===== config.mk =====
export PLATFORM = sky130hd
export DESIGN_NAME = vc_plane_scheduler_flat
export DESIGN_NICKNAME = d
export VERILOG_FILES = /design/src/rtl/vc_plane_scheduler_if.sv /design/src/rtl/vc_plane_scheduler.sv /design/src/flat_wrapper.sv
export SDC_FILE = /design/constraint.sdc
export NUM_CORES = 1
export LEC_CHECK = 0
export CORE_MARGIN = 1
export CORE_UTILIZATION = 53
export CTS_CLUSTER_SIZE = 40
export DETAILED_ROUTE_END_ITERATION = 12
export GPL_TIMING_DRIVEN = 0
export PLACE_DENSITY = 0.89
export SLEW_MARGIN = 20
export SYNTH_ARGS = -nofsm -noshare
export SYNTH_HDL_FRONTEND = slang
export SYNTH_SLANG_ARGS = --single-unit

===== constraint.sdc =====
create_clock -name clk -period 3.1 [get_ports clk]
set_input_delay 0.465 -clock clk [delete_from_list [all_inputs] [get_ports clk]]
set_output_delay 0.465 -clock clk [all_outputs]
set_load 0.03 [all_outputs]

===== src/rtl/vc_plane_scheduler_if.sv =====
// Switch-control plane selection bus between the VC request side and the
// plane scheduler.
interface vc_plane_scheduler_if #(
  parameter int VC      = 4,
  parameter int QUANTUM = 4
);
  localparam int CW = (QUANTUM > 1) ? $clog2(QUANTUM) : 1;

  logic [VC-1:0] vcRequest;
  logic          holdPlane;
  logic [VC:0]   VCPlaneSelector;
  logic          planeValid;
  logic          planeSwitch;
  logic [CW-1:0] quantumCount;

  modport master (
    output vcRequest, holdPlane,
    input  VCPlaneSelector, planeValid, planeSwitch, quantumCount
  );

  modport slave (
    input  vcRequest, holdPlane,
    output VCPlaneSelector, planeValid, planeSwitch, quantumCount
  );
endinterface


===== src/rtl/vc_plane_scheduler.sv =====
// Round-robin, quantum-bounded time multiplexer of the switch-control path
// across VC planes; selector value VC means no plane is selected.
module vc_plane_scheduler #(
    parameter int VC      = 4,
    parameter int QUANTUM = 4
) (
    input logic clk,
    input logic rst,
    vc_plane_scheduler_if.slave bus
);
    localparam int CW = (QUANTUM > 1) ? $clog2(QUANTUM) : 1;
    localparam int PW = (VC > 1) ? $clog2(VC) : 1;

    localparam logic [0:0] IDLE  = 1'b0;
    localparam logic [0:0] SERVE = 1'b1;

    localparam logic [CW-1:0] QMAX     = CW'(QUANTUM - 1);
    localparam logic [VC:0]   SEL_IDLE = (VC + 1)'(VC);

    function automatic logic [PW-1:0] nextOf(input logic [PW-1:0] p);
        if (int'(p) == VC - 1) return '0;
        return p + 1'b1;
    endfunction

    logic [0:0]    state;
    logic [VC:0]   sel;
    logic [PW-1:0] rrPtr;
    logic [CW-1:0] cnt;
    logic          sw;

    logic [PW-1:0] cur;
    logic [PW-1:0] pick;
    logic [VC-1:0] masked;
    logic          found;
    logic          expire;
    int            base;
    int            idx;

    assign cur    = sel[PW-1:0];
    assign expire = !bus.vcRequest[cur] || (cnt == QMAX);

    // Scan from the start point; walking offsets high-to-low lets the nearest
    // set bit win. The current plane is masked so it never re-wins its own slot.
    always_comb begin
        masked = bus.vcRequest;
        if (state == SERVE) masked[cur] = 1'b0;
        base  = (state == SERVE) ? int'(nextOf(cur)) : int'(rrPtr);
        idx   = 0;
        found = 1'b0;
        pick  = '0;
        for (int i = VC - 1; i >= 0; i--) begin
            idx = base + i;
            if (idx >= VC) idx = idx - VC;
            if (masked[PW'(idx)]) begin
                found = 1'b1;
                pick  = PW'(idx);
            end
        end
    end

    always_ff @(posedge clk or negedge rst) begin
        if (!rst) begin
            state <= IDLE;
            sel   <= SEL_IDLE;
            rrPtr <= '0;
            cnt   <= '0;
            sw    <= 1'b0;
        end else begin
            sw <= 1'b0;
            case (state)
                IDLE: begin
                    if (found) begin
                        state <= SERVE;
                        sel   <= (VC + 1)'(pick);
                        cnt   <= '0;
                        sw    <= 1'b1;
                    end
                end
                SERVE: begin
                    if (bus.holdPlane) begin
                        // Mid-handshake: never move, just age the quantum.
                        if (cnt != QMAX) cnt <= cnt + 1'b1;
                    end else if (!expire) begin
                        cnt <= cnt + 1'b1;
                    end else if (found) begin
                        sel   <= (VC + 1)'(pick);
                        cnt   <= '0;
                        sw    <= 1'b1;
                        rrPtr <= nextOf(pick);
                    end else if (bus.vcRequest[cur]) begin
                        cnt <= '0;
                    end else begin
                        state <= IDLE;
                        sel   <= SEL_IDLE;
                        cnt   <= '0;
                        sw    <= 1'b1;
                        rrPtr <= nextOf(cur);
                    end
                end
                default: begin
                    state <= IDLE;
                    sel   <= SEL_IDLE;
                    cnt   <= '0;
                end
            endcase
        end
    end

    assign bus.VCPlaneSelector = sel;
    assign bus.planeValid      = (state == SERVE);
    assign bus.planeSwitch     = sw;
    assign bus.quantumCount    = cnt;
endmodule


===== src/flat_wrapper.sv =====
// flat-port wrapper written by rule: the top's interface ports become plain ports
module vc_plane_scheduler_flat 
#(
    parameter int VC      = 4,
    parameter int QUANTUM = 4
)
  (clk, rst, bus_vcRequest, bus_holdPlane, bus_VCPlaneSelector, bus_planeValid, bus_planeSwitch, bus_quantumCount);
  vc_plane_scheduler_if #(.VC(VC), .QUANTUM(QUANTUM)) bus_i ();
  input logic clk;
  input logic rst;
  input wire logic [$bits(bus_i.vcRequest)-1:0] bus_vcRequest;
  input wire logic [$bits(bus_i.holdPlane)-1:0] bus_holdPlane;
  output wire logic [$bits(bus_i.VCPlaneSelector)-1:0] bus_VCPlaneSelector;
  output wire logic [$bits(bus_i.planeValid)-1:0] bus_planeValid;
  output wire logic [$bits(bus_i.planeSwitch)-1:0] bus_planeSwitch;
  output wire logic [$bits(bus_i.quantumCount)-1:0] bus_quantumCount;
  assign bus_i.vcRequest = bus_vcRequest;
  assign bus_i.holdPlane = bus_holdPlane;
  assign bus_VCPlaneSelector = bus_i.VCPlaneSelector;
  assign bus_planeValid = bus_i.planeValid;
  assign bus_planeSwitch = bus_i.planeSwitch;
  assign bus_quantumCount = bus_i.quantumCount;
  vc_plane_scheduler #(.VC(VC), .QUANTUM(QUANTUM)) u_core (.clk(clk), .rst(rst), .bus(bus_i));
endmodule

## After elaboration in Yosys (flattened, before gate mapping)

Cells that the tools add are included.

- Add/sub/neg operators: 10
- Magnitude comparators: 10
- Equal/unequal tests: 10
- Muxes and demuxes: 70
- Bitwise operators: 4
- Reduce and logical (&&, ||, !) cells: 6

Operator list:

| kind | number |
|---|---|
| 32-bit by 4-bit greater-or-equal comparator with 1-bit output (second input constant) | 4 |
| 2-bit 2-to-1 mux | 20 |
| 1-bit 2-to-1 mux | 34 |
| 5-bit 2-to-1 mux | 5 |
| 2-bit by 4-bit < comparator with 1-bit output (second input constant) | 4 |
| 1-bit binary-select mux with 2-bit select | 5 |
| 5-bit one-hot mux with 2 select lines | 1 |
| 4-bit AND reduction | 2 |
| 2-bit by 1-bit subtractor with 2-bit output (second input constant) | 4 |
| 2-bit by 1-bit adder with 2-bit output (second input constant) | 3 |
| 2-bit by 2-bit adder with 3-bit output (second input constant) | 2 |
| 2-bit inequality test (second input constant) | 3 |
| 3-bit inequality test (second input constant) | 2 |
| 4-bit bitwise AND | 1 |
| 2-bit by 1-bit == test with 1-bit output (second input constant) | 2 |
| 4-bit 2-to-1 mux | 1 |
| 2-bit by 1-bit inequality test with 1-bit output (second input constant) | 2 |
| 4-bit inverter | 1 |
| 1-bit one-hot mux with 2 select lines | 2 |
| 2-bit one-hot mux with 2 select lines | 1 |
| 2-bit by 1-bit adder with 3-bit output (second input constant) | 1 |
| 2-bit by 3-bit < comparator with 1-bit output (second input constant) | 1 |
| 1-bit demux with 2-bit select | 1 |
| 2-bit == test (second input constant) | 1 |
| other kinds (6) | 7 |

- Flip-flop bits (word level): 11
- Input port bits: 7
- Logic and storage cells: 115

## Depth between registers and ports, before layout

Gate-level depths: netlist of run 1.

- Depth in word-level cells: 22
- Mapped depth: 8
- Depth with buffers taken out: 8

## Worst setup path after synthesis of run 1

Ideal clock, no wire load.

- Kind: register to register
- Start point: register u_core.sel[0] (netlist: u_core.bus.VCPlaneSelector[0])
- End point: register u_core.rrPtr[1]
- Library setup time: 0.124 ns
- Arrival time: 1.925 ns
- Data required time: 2.976 ns
- Path slack: 1.051 ns
- Stages on the path, launching flop included: 8
- Path buffers: 0
- Path through: dfrtp_1 -> inv_1 -> ha_1 -> and2b_2 -> o41ai_4 -> a211oi_4 -> mux2i_1 -> o21ai_1

- Longest elaborated chain between the ends: 22
- Elaborated cells between the ends (all ways): 70

Ends and longest elaborated chain:

| what | RTL line | text |
|---|---|---|
| start, declared | vc_plane_scheduler.sv:26 | `logic [VC:0] sel;` |
| start signal, assigned | vc_plane_scheduler.sv:74 | `sel <= (VC + 1)'(pick);` |
| start signal, assigned | vc_plane_scheduler.sv:86 | `sel <= (VC + 1)'(pick);` |
| 2-bit by 1-bit == test with 1-bit output (tied with other cells) | vc_plane_scheduler.sv:21 | `if (int'(p) == VC - 1) return '0;` |
| 1-bit 2-to-1 mux / 1-bit logical AND (equally long branches) | vc_plane_scheduler.sv:21, vc_plane_scheduler.sv:46 |  |
| 2-bit 2-to-1 mux / 1-bit 2-to-1 mux (equally long branches) | vc_plane_scheduler.sv:22, vc_plane_scheduler.sv:46 |  |
| 2-bit 2-to-1 mux / 1-bit demux with 2-bit select (equally long branches) | n/a |  |
| 2-bit by 2-bit adder with 3-bit output / 4-bit inverter (equally long branches) | n/a |  |
| 32-bit by 4-bit greater-or-equal comparator with 1-bit output (tied with other cells) | vc_plane_scheduler.sv:53 | `if (idx >= VC) idx = idx - VC;` |
| 2-bit 2-to-1 mux / 4-bit 2-to-1 mux (equally long branches) | vc_plane_scheduler.sv:53, vc_plane_scheduler.sv:46 |  |
| 1-bit binary-select mux with 2-bit select | vc_plane_scheduler.sv:54 | `if (masked[PW'(idx)]) begin` |
| [6 not listed] | n/a |  |
| 2-bit by 1-bit == test with 1-bit output | vc_plane_scheduler.sv:21 |  |
| 1-bit 2-to-1 mux | vc_plane_scheduler.sv:21 |  |
| 1-bit 2-to-1 mux | vc_plane_scheduler.sv:85 | `end else if (found) begin` |
| 1-bit 2-to-1 mux | vc_plane_scheduler.sv:83 | `end else if (!expire) begin` |
| 1-bit 2-to-1 mux | vc_plane_scheduler.sv:80 | `if (bus.holdPlane) begin` |
| 1-bit 2-to-1 mux | vc_plane_scheduler.sv:70 | `case (state)` |
| 2-bit 2-to-1 mux | vc_plane_scheduler.sv:22 | `return p + 1'b1;` |
| 2-bit 2-to-1 mux | vc_plane_scheduler.sv:85 |  |
| end signal, assigned | vc_plane_scheduler.sv:89 | `rrPtr <= nextOf(pick);` |
| end signal, assigned | vc_plane_scheduler.sv:97 | `rrPtr <= nextOf(cur);` |
| end, declared | vc_plane_scheduler.sv:27 | `logic [PW-1:0] rrPtr;` |

Several ways; a longest one is shown, not always the timed one. The select of a mux whose other input is x is not followed.
A chain may end at the register's enable or synchronous reset.

## Worst setup path in the final report of run 1

- Start point: input bus_vcRequest[0]
- End point: register u_core.rrPtr[0]

- Longest elaborated chain between the ends: 17
- Elaborated cells between the ends (all ways): 37

Ends and longest elaborated chain:

| what | RTL line | text |
|---|---|---|
| start, declared | flat_wrapper.sv:11 | `input wire logic [$bits(bus_i.vcRequest)-1:0] bus_vcRequest;` |
| 4-bit bitwise AND (no line) | n/a |  |
| 4-bit 2-to-1 mux | vc_plane_scheduler.sv:46 | `if (state == SERVE) masked[cur] = 1'b0;` |
| 1-bit binary-select mux with 2-bit select | vc_plane_scheduler.sv:54 |  |
| 1-bit 2-to-1 mux (implied by the code) (2 in a row) | vc_plane_scheduler.sv:54 |  |
| 2-bit 2-to-1 mux (4 in a row) | vc_plane_scheduler.sv:54 |  |
| 2-bit by 1-bit == test with 1-bit output | vc_plane_scheduler.sv:21 |  |
| 1-bit 2-to-1 mux | vc_plane_scheduler.sv:21 |  |
| 1-bit 2-to-1 mux | vc_plane_scheduler.sv:85 |  |
| 1-bit 2-to-1 mux | vc_plane_scheduler.sv:83 |  |
| 1-bit 2-to-1 mux | vc_plane_scheduler.sv:80 |  |
| 1-bit 2-to-1 mux | vc_plane_scheduler.sv:70 |  |
| 2-bit 2-to-1 mux | vc_plane_scheduler.sv:22 |  |
| 2-bit 2-to-1 mux | vc_plane_scheduler.sv:85 |  |

Several ways; a longest one is shown, not always the timed one. The select of a mux whose other input is x is not followed.

==> impl_results.md, run 1 <==
* Outcome: completed
* Post-synth cell types at 36
* Leakage Power at between 0.3 and 0.4 nW
* Avg Vias per Cell at 6.018
* Number of gates resized after cts at 0
* Filler cells at approximately 110
* Most common cell after layout, fill and taps aside: clkdlybuf4s50_1
* P&R area growth vs syn at 23.40%
* Die Width at between 30 and 40 µm
* Crit path launch type: input port
* Initial DRC Count at 28
* Hold Path Class: input port to asynchronous set/reset pin
* Slew @ Worst Pin at 625.7 ps
* Clock H-tree levels at 1
* Share of the synthesized area in the top cell type at about a quarter
* Final net count at 111
* Critical path data arrival time at ~2400 ps
* WL/cell at 15.50 µm
* Most frequent cells in the layout: clkdlybuf4s50_1, dfrtp_1, inv_1
* CP Capture Type: flip-flop
* Cell area after layout at roughly 940 µm²
* DP Wirelength at 1359 µm
* Clk sinks at 9
* Initial DRT Pass Iterations at 4
* Footprint of the multi-input gates at roughly 500 µm²
* Sequential share of the synthesized area at 29.62%
* Vias in the first global route at around 650
* Global-route wire length before repair at approximately 2800 µm
* I/O pins at 16
* Leading area contributor after synthesis: dfrtp_1
* Diodes inserted at 0
* CTS Buffer Depth at 2
* Clock root cell: clkbuf_4
* Layout cell share with drive strength beyond 1 at between 20% and 30%
* Clk_lat worst skew at between 200 and 300 ps
* Max Freq at around 0.44 GHz
* Sequential cell area at between 200 and 250 µm²
* Setup violators final at 0
* # DRC at 0
* DP Area at 917.1 µm²
* Setup_tns at 0 ps
* Syn Std Cell Area at 764.5 µm²
* Critical Path Fanout Max at 5
* Detailed Route WL at 1751 µm
* RSZ-0062 raised after global routing: no
* Synth Area per Inst at 9.556 µm²
* Final Cycle Share at 73.61%
* Die Height at 39.98 µm
* Worst vdd ir at between 0.0006 and 0.0007 V
* Final max-slew violation count at 0
* Cell Pwr Density at slightly below 1000 mW/mm²
* Setup Skew at between 2 and 3 ps
* Clk slew on worst S/H paths at 60 ps
* Worst setup margin at approximately 820 ps
* Slew HR at around 58%
* Post-synthesis cell count at 80
* Yosys warning total at 0
* Critical path type: input port to flip-flop
* Hold Slack at 494.9 ps
* Final Non-Filler Cells at approximately 110
* Die area at around 0.0016 mm²
* Initial Util at 58.02%
* DR vias at 680
* CTS tree: built
* Initial antenna violation count at 0
* Final GP Congestion at around 0.96
* GR Overflow Total at 0
* FF+latch count, synth at 9
* Worst Path Required at around 3200 ps
* Core Area at 0.001318 mm²
* Final antenna-violating net count at 0
* IO Port Bufs at 13
* Fin. Hold Viols at 0
* Place WS at 578.9 ps
* DP Cell Count at 109
* Max_cap viols at 0
* # hold bufs at CTS at 0
* Largest net degree at the start of global routing at 11
* Synth top area cells: dfrtp_1, ha_1, o21ai_0
* Inserted Clock Buffers at 3
* Fin crit period at around 2300 ps
* Post-CTS setup buffers at 0
* GRT Total Usage at between 20% and 30%
* FP Rows at 13
==> per-stage QoR <==
| step | utilization [%] | power [mW] |
|---|---|---|
| global placement | 69.61 | 0.7852 |
| global route | 71.60 | 0.9700 |
| floorplan | - | 0.6375 |
| CTS | 71.60 | 0.9038 |
| detailed placement | 69.61 | 0.8125 |
| finish | 71.60 | 0.9089 |
==> power breakdown <==
group          switching, mW  internal [mW]  total, mW
Sequential            0.0538          0.174      0.228
Combinational          0.334          0.259      0.593
Clock                 0.0388         0.0495     0.0883
==> state kept, by name, indices dropped and copies added (netlist names) <==
name / count
u_core.rrPtr: 2
u_core.bus.VCPlaneSelector: 3
u_core.bus.planeValid: 1
u_core.bus.planeSwitch: 1
u_core.bus.quantumCount: 2
==> worst paths after layout <==
path | startpoint | end | slack [ps] | cells past startpoint
max | bus_vcRequest[0] | u_core.rrPtr[0]$_DFFE_PN0P_ | 820 | 7
min | rst | u_core.bus.planeValid$_DFF_PN0_ | 490 | 1
max reg2reg | u_core.bus.VCPlaneSelector[0]$_DFFE_PN0P_ | u_core.rrPtr[1]$_DFFE_PN0P_ | 940 | 7
min reg2reg | u_core.bus.VCPlaneSelector[2]$_DFFE_PN1P_ | u_core.bus.VCPlaneSelector[2]$_DFFE_PN1P_ | 540 | 1
max in group asynchronous | rst | u_core.bus.VCPlaneSelector[2]$_DFFE_PN1P_ | 2290 | 1
min in group clk | u_core.bus.VCPlaneSelector[2]$_DFFE_PN1P_ | u_core.bus.VCPlaneSelector[2]$_DFFE_PN1P_ | 540 | 1
==> kinds of logic (layout without fill, tap and decap cells) <==
family	count (synthesis)	count (layout)	synth area share, %
other	1	2	0.4905
multiplexers	2	2	4.255
flip-flops	9	9	29.62
buffers and inverters	10	27	6.874
AND/OR/NAND/NOR	24	24	19.81
XOR/XNOR	1	1	1.146
AO/OA/AOI/OAI	28	28	29.63
adder cells (fa/ha/maj)	5	5	8.183
==> layer usage <==
layer	wire length [µm]	vias up	GRT usage, %
li1	-	323	-
met1	765	309	32.27
met2	795	42	43.15
met3	148	6	3.889
met4	42	0	18.10
met5	0	-	0
==> layout make-up <==
cell class / count / area share, %
repair buffers: 13 / 13.79
multi-input cells: 62 / 51.86
clock buffers: 4 / 2.785
plain buffers: 3 / 2.785
well taps: 15 / 1.989
flip-flops and latches: 9 / 24.01
inverters: 7 / 2.785
==> critical path, cell delays in order <==
cell,delay (ps)
clkdlybuf4s50_1,510
nor4_4,330
nor2_2,120
nor4_1,590
o21ai_0,190
nand3_1,110
o21ai_0,90
==> cell usage after synthesis, drive strengths merged <==
library cell	number
a211oi	2
a21bo	1
a21boi	3
a21oi	2
a31o	1
and2	1
and2b	2
and3	1
buf	3
conb	1
dfrtp	8
dfstp	1
ha	5
inv	7
mux2i	1
mux4	1
nand2	6
nand2b	2
nand3	4
nand3b	1
nor2	4
nor4	2
o21a	1
o21ai	9
o22ai	5
o2bb2ai	3
o41ai	1
or4	1
xnor2	1
Power figures use the tool's default switching activity.
==> run 2: changes to the inputs <==
--- a/config.mk
+++ b/config.mk
@@ -6,11 +6,11 @@
 export NUM_CORES = 1
 export LEC_CHECK = 0
 export CORE_MARGIN = 1
-export CORE_UTILIZATION = 53
+export CORE_UTILIZATION = 44
 export CTS_CLUSTER_SIZE = 40
 export DETAILED_ROUTE_END_ITERATION = 12
 export GPL_TIMING_DRIVEN = 0
-export PLACE_DENSITY = 0.89
+export PLACE_DENSITY = 0.8
 export SLEW_MARGIN = 20
 export SYNTH_ARGS = -nofsm -noshare
 export SYNTH_HDL_FRONTEND = slang
==> constraint.sdc (replaced) <==
create_clock -name clk -period 1.9 [get_ports clk]
set_input_delay 0.285 -clock clk [delete_from_list [all_inputs] [get_ports clk]]
set_output_delay 0.285 -clock clk [all_outputs]
set_load 0.03 [all_outputs]
==> run 2 against run 1 <==
  * The run now ends with setup timing left
  * Clock skew fell by 1.8 ps
  * Clock power rose by 64%
  * Non-clock buffer count rose by 11
  * Via count rose by 9.0%
  * Utilization rose by 1.5 points
  * First-iteration DRC count rose by 11%
  * Sequential share of layout area fell by 3.9 points
  * Flip-flop and latch count did not move
  * Sequential power rose by 70%
  * Register-to-register slack got worse by 990 ps
  * Critical path type is now flip-flop to flip-flop
  * Critical endpoint is now u_core.bus.VCPlaneSelector[1]$_DFFE_PN0P_
  * Largest cell class unchanged
  * Highest routed layer unchanged
==> impl_results.md, run 2 (same netlist as run 1, synthesis figures left out) <==
* Critical path data arrival time at 2120 ps (-280 ps)
* Reg2reg start: u_core.bus.VCPlaneSelector[0]$_DFFE_PN0P_
* Clk slew on worst S/H paths at 60 ps (about the same)
* Most frequent cells in the layout: buf_4, clkdlybuf4s50_1, inv_1, nand2_1, dfrtp_1
* Initial Util at 49.04% (-9.0 points)
* Final GP Congestion at 0.7946 (-17%)
* Clock H-tree levels at 1 (unchanged)
* Gr busiest metal: met2
* Final standard cell utilization of the core at 73.11% (+1.5 points)
* Worst vdd ir at 0.0009913 V (+54%)
* # DRC at 0 (unchanged)
* Leakage Power at 0.4757 nW (+20%)
* CTS tree: built
* GR Overflow Total at 0 (unchanged)
* Hold Path Class: input port to asynchronous set/reset pin
* CP Capture Type: flip-flop
* Outcome: complete, but fails checks
* RSZ-0062 raised after global routing: yes
* Critical Path Max Stage Delay at 530 ps (-60 ps)
* Place WS at -499.8 ps (-1079 ps)
* Setup violators final at 5 (+5)
* Setup crit end: u_core.bus.VCPlaneSelector[1]$_DFFE_PN0P_
* Detailed Route WL at 2060 µm (+18%)
* Die Height at 43.68 µm (+9.3%)
* Diodes inserted at 0 (unchanged)
* Vias in the first global route at 613 (-5.4%)
* Clock root cell: clkbuf_4
* Largest register FFs at 3 (unchanged)
* # hold bufs at CTS at 0 (unchanged)
* Worst setup path startpoint: u_core.bus.VCPlaneSelector[0]$_DFFE_PN0P_
* Inserted Clock Buffers at 3 (unchanged)
* Most common cell after layout, fill and taps aside: buf_4
* Clk_lat worst skew at 260 ps (about the same)
* Largest net degree at the start of global routing at 11 (unchanged)
* Global-route wire length before repair at 2939 µm (+6.8%)
* Clk sinks at 9 (unchanged)
* Reg2Reg Depth at 6 (-1)
* Worst setup margin at -45.06 ps (-863.3 ps)
* Critical path type: flip-flop to flip-flop
* Failing checks: setup timing
* Core Area at 0.001559 mm² (+18%)
* Initial DRT Pass Iterations at 4 (unchanged)
* Setup Skew at 0.8307 ps (-1.772 ps)
* Cells along the critical path: buf_6, mux4_2, a211oi_4, buf_6, o21ai_4, o2bb2ai_1
* Avg Vias per Cell at 5.928 (-1.5%)
* Grt met2 use at 32.24% (-11 points)
* Die area at 0.001908 mm² (+19%)
* IO Port Bufs at 13 (unchanged)
* DP Area at 920.9 µm² (+0.41%)
* Met1 GRT Util at 30.50% (-1.8 points)
* Final Cycle Share at 102.4%
* WL/cell at 16.48 µm (+6.4%)
* P&R area growth vs syn at 49.10%
* Final net count at 122 (+9.9%)
* Highest-delay cell along the critical path: mux4_2
* R2R Path End: u_core.bus.VCPlaneSelector[1]$_DFFE_PN0P_
* Max Freq at slightly above 0.5 GHz
* DP Wirelength at 1274 µm (-6.2%)
* Final max-slew violation count at 0 (unchanged)
* I/O pins at 16 (unchanged)
* Met3 global-route usage at 3.750% (-0.14 points)
* CTS Buffer Depth at 2 (unchanged)
* Setup_tns at -126.4 ps (-126.4 ps)
* GRT Total Usage at 21.27% (-5.3 points)
* FP Rows at 14 (+1)
* Top cell by count, worst path: buf_6
* Die Width at 43.68 µm (+9.3%)
* Worst Path Required at 2080 ps (-1140 ps)
* Total power at 1.832 mW (+100%)
* Fin. Hold Viols at 0 (unchanged)
* Reg2reg setup slack at -50 ps (-990 ps)
* Crit path launch type: flip-flop
* Layout cell share with drive strength beyond 1 at 38.53% (+18 points)
* Initial DRC Count at 31 (+11%)
* Initial antenna violation count at 0 (unchanged)
* DR vias at 741 (+9.0%)
* Critical Path Fanout Max at 6 (+1)
* Max_cap viols at 0 (unchanged)
* Cell area after layout at 0.001140 mm² (+21%)
* Fin crit period at between 1500 and 2000 ps
* Cell Pwr Density at 1607 mW/mm² (+67%)
* Final antenna-violating net count at 0 (unchanged)
-- run 2: critical path: cells and delay by family, from the launching register on --
kind / cells / cell delay, ps
flip-flops: 1 / 470
multiplexers: 1 / 530
AO/OA/AOI/OAI: 3 / 560
buffers and inverters: 2 / 300
-- run 2: final cells by class --
class / instances / area, µm²
Buffer: 3 / 26.28
Clock buffer: 4 / 26.28
Sequential cell: 9 / 229.0
Tap cell: 16 / 20.02
Inverter: 7 / 28.78
Multi-Input combinational cell: 62 / 586.8
Timing Repair Buffer: 24 / 222.7
Fill cell: 112 / 419.2
-- run 2: metrics by stage --
stage | cells | hold slack [ps]
3_5_place_dp | 110 | 521.9
4_1_cts | 118 | 315.5
3_3_place_gp | 110 | 494.4
5_1_grt | 125 | 350.3
6_report | 125 | 311.2
2_1_floorplan | 81 | -10.59
-- run 2: timing repair --
| item | 4_1_cts | 5_1_grt |
|---|---|---|
| pin swaps | 2 | 5 |
| resized for setup | 13 | 14 |
| endpoints found under the setup margin | 7 | 6 |
| setup buffers | 4 | 7 |
-- run 2: worst min-delay path by stage --
stage	from	to	slack, ps	cells after the start
3_5_place_dp	u_core.bus.quantumCount[1]$_DFFE_PN0P_	u_core.bus.quantumCount[1]$_DFFE_PN0P_	520	2
2_1_floorplan	rst	u_core.bus.VCPlaneSelector[0]$_DFFE_PN0P_	-10	0
4_1_cts	rst	u_core.bus.planeValid$_DFF_PN0_	320	1
6_report	rst	u_core.bus.planeSwitch$_DFF_PN0_	310	1
3_3_place_gp	u_core.rrPtr[1]$_DFFE_PN0P_	u_core.rrPtr[1]$_DFFE_PN0P_	490	2
5_1_grt	rst	u_core.bus.planeSwitch$_DFF_PN0_	350	1
-- run 2: routing by layer --
metal  vias up  part of all wire, %
li1        348                    -
met1       351                   40
met2        38                   52
met3         4                  6.7
met4         0                  1.2
met5         -                    0
-- run 2: report_power, final --
group	leakage [nW]	total (mW)	internal, mW	switching, mW
Combinational	0.356	1.30	0.630	0.670
Sequential	0.104	0.387	0.288	0.0995
Clock	0.0150	0.145	0.0808	0.0646
Total	0.476	1.83	0.998	0.834
